## src/rtl/n_bit_bcd_converter_if.sv

```systemverilog
// Valid/ready bundle between an arithmetic result source, the BCD converter and the display formatter.
// out_blank exists only when BCD_BLANK_EN is defined.
interface n_bit_bcd_converter_if #(
    parameter int N      = 32,
    parameter int DIGITS = 10
);
    logic                  in_valid;
    logic                  in_ready;
    logic [N-1:0]          in_data;
    logic                  in_signed;
    logic                  out_valid;
    logic                  out_ready;
    logic                  out_neg;
    logic [4*DIGITS-1:0]   out_bcd;
`ifdef BCD_BLANK_EN
    logic [DIGITS-1:0]     out_blank;
`endif

    // Converter side
    modport slave (
        input  in_valid, in_data, in_signed, out_ready,
`ifdef BCD_BLANK_EN
        output out_blank,
`endif
        output in_ready, out_valid, out_neg, out_bcd
    );

    // Producer/consumer side
    modport master (
        output in_valid, in_data, in_signed, out_ready,
`ifdef BCD_BLANK_EN
        input  out_blank,
`endif
        input  in_ready, out_valid, out_neg, out_bcd
    );
endinterface

```

## src/rtl/n_bit_bcd_converter.sv

```systemverilog
// Iterative signed/unsigned binary-to-BCD converter (double-dabble, one bit per clock).
// Optional leading-zero blank mask enabled by defining BCD_BLANK_EN.
module n_bit_bcd_converter #(
    parameter int N      = 32,
    parameter int DIGITS = 10
) (
    input  logic                   clk,
    input  logic                   rst,
    n_bit_bcd_converter_if.slave   bus
);
    localparam int CW = $clog2(N) + 1;

    // 10^DIGITS >= 2^N  <=>  DIGITS*log2(10) >= N
    if (real'(DIGITS) * 3.321928094887362 < real'(N)) begin : g_digits_chk
        $error("n_bit_bcd_converter: DIGITS too small for N");
    end

    typedef enum logic [1:0] {IDLE, CONV, DONE} state_t;
    state_t state, state_nxt;

    logic [N-1:0]              sr;
    logic [N-1:0]              mag;
    logic [DIGITS-1:0][3:0]    acc;
    logic [DIGITS-1:0][3:0]    acc_adj;
    logic [4*DIGITS-1:0]       adj_flat;
    logic [4*DIGITS-1:0]       acc_nxt;
    logic                      neg;
    logic [CW-1:0]             cnt;
    logic                      last;

    assign bus.in_ready  = (state == IDLE);
    assign bus.out_valid = (state == DONE);

    assign mag  = (bus.in_signed && bus.in_data[N-1]) ? -bus.in_data : bus.in_data;
    assign last = (cnt == CW'(N-1));

    for (genvar g = 0; g < DIGITS; g++) begin : g_dig
        assign acc_adj[g] = (acc[g] >= 4'd5) ? acc[g] + 4'd3 : acc[g];
    end

    assign adj_flat = acc_adj;
    assign acc_nxt  = {adj_flat[4*DIGITS-2:0], sr[N-1]};

`ifdef BCD_BLANK_EN
    logic [DIGITS-1:0] blank_nxt;
    logic              hi_zero;

    // Digit 0 is never blanked so a zero result still shows one "0".
    always_comb begin
        blank_nxt = '0;
        hi_zero   = 1'b1;
        for (int k = DIGITS-1; k >= 1; k--) begin
            hi_zero      = hi_zero && (acc_nxt[4*k +: 4] == 4'd0);
            blank_nxt[k] = hi_zero;
        end
    end
`endif

    always_ff @(posedge clk) begin
        if (rst) state <= IDLE;
        else     state <= state_nxt;
    end

    always_comb begin
        state_nxt = state;
        case (state)
            IDLE:    if (bus.in_valid)  state_nxt = CONV;
            CONV:    if (last)          state_nxt = DONE;
            DONE:    if (bus.out_ready) state_nxt = IDLE;
            default:                    state_nxt = IDLE;
        endcase
    end

    always_ff @(posedge clk) begin
        if (rst) begin
            sr          <= '0;
            acc         <= '0;
            cnt         <= '0;
            neg         <= 1'b0;
            bus.out_bcd <= '0;
            bus.out_neg <= 1'b0;
`ifdef BCD_BLANK_EN
            bus.out_blank <= '0;
`endif
        end else begin
            case (state)
                IDLE: if (bus.in_valid) begin
                    sr  <= mag;
                    neg <= bus.in_signed & bus.in_data[N-1];
                    acc <= '0;
                    cnt <= '0;
                end
                CONV: begin
                    sr  <= sr << 1;
                    acc <= acc_nxt;
                    cnt <= cnt + 1'b1;
                    if (last) begin
                        bus.out_bcd <= acc_nxt;
                        bus.out_neg <= neg;
`ifdef BCD_BLANK_EN
                        bus.out_blank <= blank_nxt;
`endif
                    end
                end
                default: ;
            endcase
        end
    end
endmodule

```

## src/flat_wrapper.sv

```systemverilog
// flat-port wrapper written by rule: the top's interface ports become plain ports
module n_bit_bcd_converter_flat 
#(
    parameter int N      = 32,
    parameter int DIGITS = 10
)
  (clk, rst, bus_in_valid, bus_in_data, bus_in_signed, bus_out_ready, bus_in_ready, bus_out_valid, bus_out_neg, bus_out_bcd);
  n_bit_bcd_converter_if #(.N(N), .DIGITS(DIGITS)) bus_i ();
  input  logic clk;
  input  logic rst;
  input wire logic [$bits(bus_i.in_valid)-1:0] bus_in_valid;
  input wire logic [$bits(bus_i.in_data)-1:0] bus_in_data;
  input wire logic [$bits(bus_i.in_signed)-1:0] bus_in_signed;
  input wire logic [$bits(bus_i.out_ready)-1:0] bus_out_ready;
  output wire logic [$bits(bus_i.in_ready)-1:0] bus_in_ready;
  output wire logic [$bits(bus_i.out_valid)-1:0] bus_out_valid;
  output wire logic [$bits(bus_i.out_neg)-1:0] bus_out_neg;
  output wire logic [$bits(bus_i.out_bcd)-1:0] bus_out_bcd;
  assign bus_i.in_valid = bus_in_valid;
  assign bus_i.in_data = bus_in_data;
  assign bus_i.in_signed = bus_in_signed;
  assign bus_i.out_ready = bus_out_ready;
  assign bus_in_ready = bus_i.in_ready;
  assign bus_out_valid = bus_i.out_valid;
  assign bus_out_neg = bus_i.out_neg;
  assign bus_out_bcd = bus_i.out_bcd;
  n_bit_bcd_converter #(.N(N), .DIGITS(DIGITS)) u_core (.clk(clk), .rst(rst), .bus(bus_i));
endmodule
```

## config.mk

```make
export PLATFORM = sky130hd
export DESIGN_NAME = n_bit_bcd_converter_flat
export DESIGN_NICKNAME = d
export VERILOG_FILES = /design/src/rtl/n_bit_bcd_converter_if.sv /design/src/rtl/n_bit_bcd_converter.sv /design/src/flat_wrapper.sv
export SDC_FILE = /design/constraint.sdc
export NUM_CORES = 1
export LEC_CHECK = 0
export CAP_MARGIN = 5
export CORE_MARGIN = 10
export CORE_UTILIZATION = 55
export CTS_BUF_LIST = sky130_fd_sc_hd__clkbuf_8
export DETAILED_ROUTE_END_ITERATION = 10
export GPL_TIMING_DRIVEN = 0
export PLACE_DENSITY_LB_ADDON = 0.05
export SLEW_MARGIN = 40
export SYNTH_ARGS = -nofsm -noshare
export SYNTH_HDL_FRONTEND = slang
export SYNTH_SLANG_ARGS = --single-unit
```

## constraint.sdc

```tcl
create_clock -name clk -period 5 [get_ports clk]
set_clock_uncertainty 0.2 [all_clocks]
set_input_delay 0.75 -clock clk [delete_from_list [all_inputs] [get_ports clk]]
set_output_delay 0.75 -clock clk [all_outputs]
set_load 0.01 [all_outputs]
```

==> metrics.csv <==
metric;value;unit
worstPathArrival;3.16;ns
finalSetupTns;0;ns
cts_hold_buffers;0;
ys_ff_latch;122;
gp_congestion;0.902;
drc;0;
nNetsFinal;909;
hpwl;13000;microns
cap_violations;0;
row_count;38;
area_growth;22.8;%
setup_viol;0;
relSlewSlack;45.9;%
wl;18200;microns
dieArea;0.0159;sq mm
hold_depth;2;
clock-sinks;122;
via_per_inst;5.99;
grt_pass1_wl;29100;microns
antenna_found_initial;0;
setup_ws;1.96;ns
synth_warnings;0;
path_clk_slew;0.07;ns
worst_slew_pin_slew;0.812;ns
fillers;936;
vias;6006;
grt_remaining_overflow;0;
synthesis.instances;753;
cts_resized;0;
post-cts-setup-buffers;0;
die_x;126;microns
first_global_vias;5729;
finalCritPeriodShare;60.7;%
drt_iter0_drc;552;
ff2ff_path_depth;6;
rsz0062_at_grt;false;
ys_seq_area_share;39.6;%
hold_viol_final;0;
leakage;2.56;nW
p_seq_share;45.5;%
htree_levels;4;
netlist-cell-type-count;55;
syn-mean-instance-area;8.19;sq um
critPathLaunchType;primary input;
finalCriticalPeriod;3.04;ns
end_kind;flop;
switchingPower;0.000586;W
crit_required;5.12;ns
pwr_density_cell;293;mW/mm^2
fmax;329;MHz
fp.dieH;126;microns
clk_latency;0.46;ns
start_util;56.7;%
p_int;0.00164;W
ir_drop;239;uV
pre_cts_ws;1.58;ns
hold_class;flop to flop;
synth_nets;812;
ant_nets;0;
cts_max_path_buffers;2;
synth_flop_cell;dfxtp_1;
cts_tree;yes;
placedInstanceArea;0.00712;sq mm
drive_gt1_share;5.68;%
avgRoutedWirePerCell;18.1;microns
grt_max_degree;17;
grt_usage;22.3;%
pwr-share-clk;44.1;%
switching_share;26.4;%
drt-pass1-iter-count;6;
slew_violations;0;
port_buffers;78;
async_reset_ff_share;0;%
synth_enable_flop_cells;0;
io_pins;80;
status;finished clean;
cts_buffers;17;
worst-path-max-fanout;6;
path_class;primary input to flop;
cts_root_buf;clkbuf_8;
syn_area;0.00617;sq mm
diodes;0;
final_area;0.00757;sq mm
core_area;0.0109;sq mm
power_frac_comb;10.4;%
[power by group through the flow]
stage	clock, W	combinational (W)	sequential, W
4_1_cts	0.000985	0.000227	0.00101
3_3_place_gp	0	0.000221	0.00103
3_5_place_dp	0	0.000226	0.00103
5_1_grt	0.00104	0.000249	0.00101
6_report	0.000979	0.000232	0.00101
2_1_floorplan	0	0.000130	0.00103
[worst max-delay path, stage by stage]
cell             delay (ns)
clkdlybuf4s50_1        0.47
inv_1                  0.08
ha_1                   0.18
or3b_2                 0.52
nor4_2                 0.60
a21oi_1                0.18
xnor2_1                0.25
o22ai_1                0.11
[sequential cells by signal (all words and copies together), names as in the netlist]
signal / count
u_core.sr: 32
u_core.cnt: 6
u_core.bus.out_neg: 1
u_core.state: 2
u_core.acc: 40
u_core.bus.out_bcd: 40
u_core.neg: 1
[layout make-up]
cell class | count | area (sq um) | area share [%]
inverters | 28 | 105 | 1.39
clock inverters | 14 | 196 | 2.59
flip-flops and latches | 122 | 2440 | 32.2
plain buffers | 50 | 190 | 2.51
well taps | 140 | 175 | 2.31
multi-input cells | 553 | 3440 | 45.4
clock buffers | 18 | 248 | 3.27
repair buffers | 78 | 781 | 10.3
[logic make-up (layout without fill, tap and decap cells)]
| kind of cell | count (synthesis) | after routing | synth area share (%) |
|---|---|---|---|
| and+or+nand+nor | 253 | 253 | 21.1 |
| AOI/OAI and AO/OA | 237 | 237 | 24.0 |
| DFF | 122 | 122 | 39.6 |
| buffers and inverters | 78 | 188 | 4.79 |
| xor gates and xnor gates | 29 | 29 | 4.12 |
| adders and majority gates | 22 | 22 | 4.46 |
| muxes | 12 | 12 | 1.99 |
[Yosys cell counts, types with 3 or more instances]
master      n  share of area [%]
a31oi_1     9               0.91
o22ai_1    13                1.3
a22oi_1    41                5.0
nand2b_1   13                1.3
a41oi_1     4               0.57
nor3_1     19                1.5
nand3_1    16                1.3
o21ai_0    35                2.8
dfxtp_1   122                 40
nor3b_1    20                2.4
a211oi_1   20                2.4
nor2_1     62                3.8
o31a_1      5               0.71
clkbuf_1   45                2.7
and3_1      9               0.91
mux2i_1    10                1.6
buf_1       3               0.18
a21oi_1    92                7.5
ha_1       22                4.5
inv_1      28                1.7
nor2b_1    11                1.1
a221oi_1    5               0.71
nand2_1    73                4.4
nor4_1      3               0.30
xor2_1      8                1.1
xnor2_1    21                3.0
or3_1       4               0.41
[metal layers]
| metal | global-route usage (%) | wire length, microns |
|---|---|---|
| met4 | 9.58 | 528 |
| met3 | 7.34 | 1440 |
| met2 | 36.3 | 8460 |
| met5 | 0 | 0 |
| met1 | 26.3 | 7760 |
[through the flow]
stage               util [%]  std cells  power, W  hold WS, ns
finish                  69.6       1003   0.00222        0.258
global route            69.6       1003   0.00230        0.278
CTS                     69.5       1003   0.00222        0.259
detailed placement      65.4        971   0.00126        0.248
global placement        65.4        971   0.00125        0.242
floorplan                  -        753   0.00116        0.232
[cells in the final DEF (no fill, tap or decap), drive strengths merged, types with 6 or more instances in the layout]
master / count
a211oi: 20
a21oi: 92
a221oi: 6
a22oi: 41
a31oi: 9
and3: 9
clkbuf: 63
clkdlybuf4s50: 78
clkinv: 6
dfxtp: 122
ha: 22
inv: 29
mux2i: 10
nand2: 73
nand2b: 13
nand3: 16
nor2: 62
nor2b: 11
nor3: 19
nor3b: 21
o21ai: 37
o22ai: 13
xnor2: 21
xor2: 8
[final timing paths]
kind,slack [ns],start,endpoint
worst max-delay path,1.96,bus_in_data[0],u_core.sr[24]
worst min-delay path,0.26,u_core.bus.out_bcd[9],u_core.bus.out_bcd[9]
worst max register to register,2.34,u_core.state[0],u_core.acc[30]
worst min register to register,0.26,u_core.bus.out_bcd[9],u_core.bus.out_bcd[9]
No activity file was read; power rests on OpenSTA's default activity.
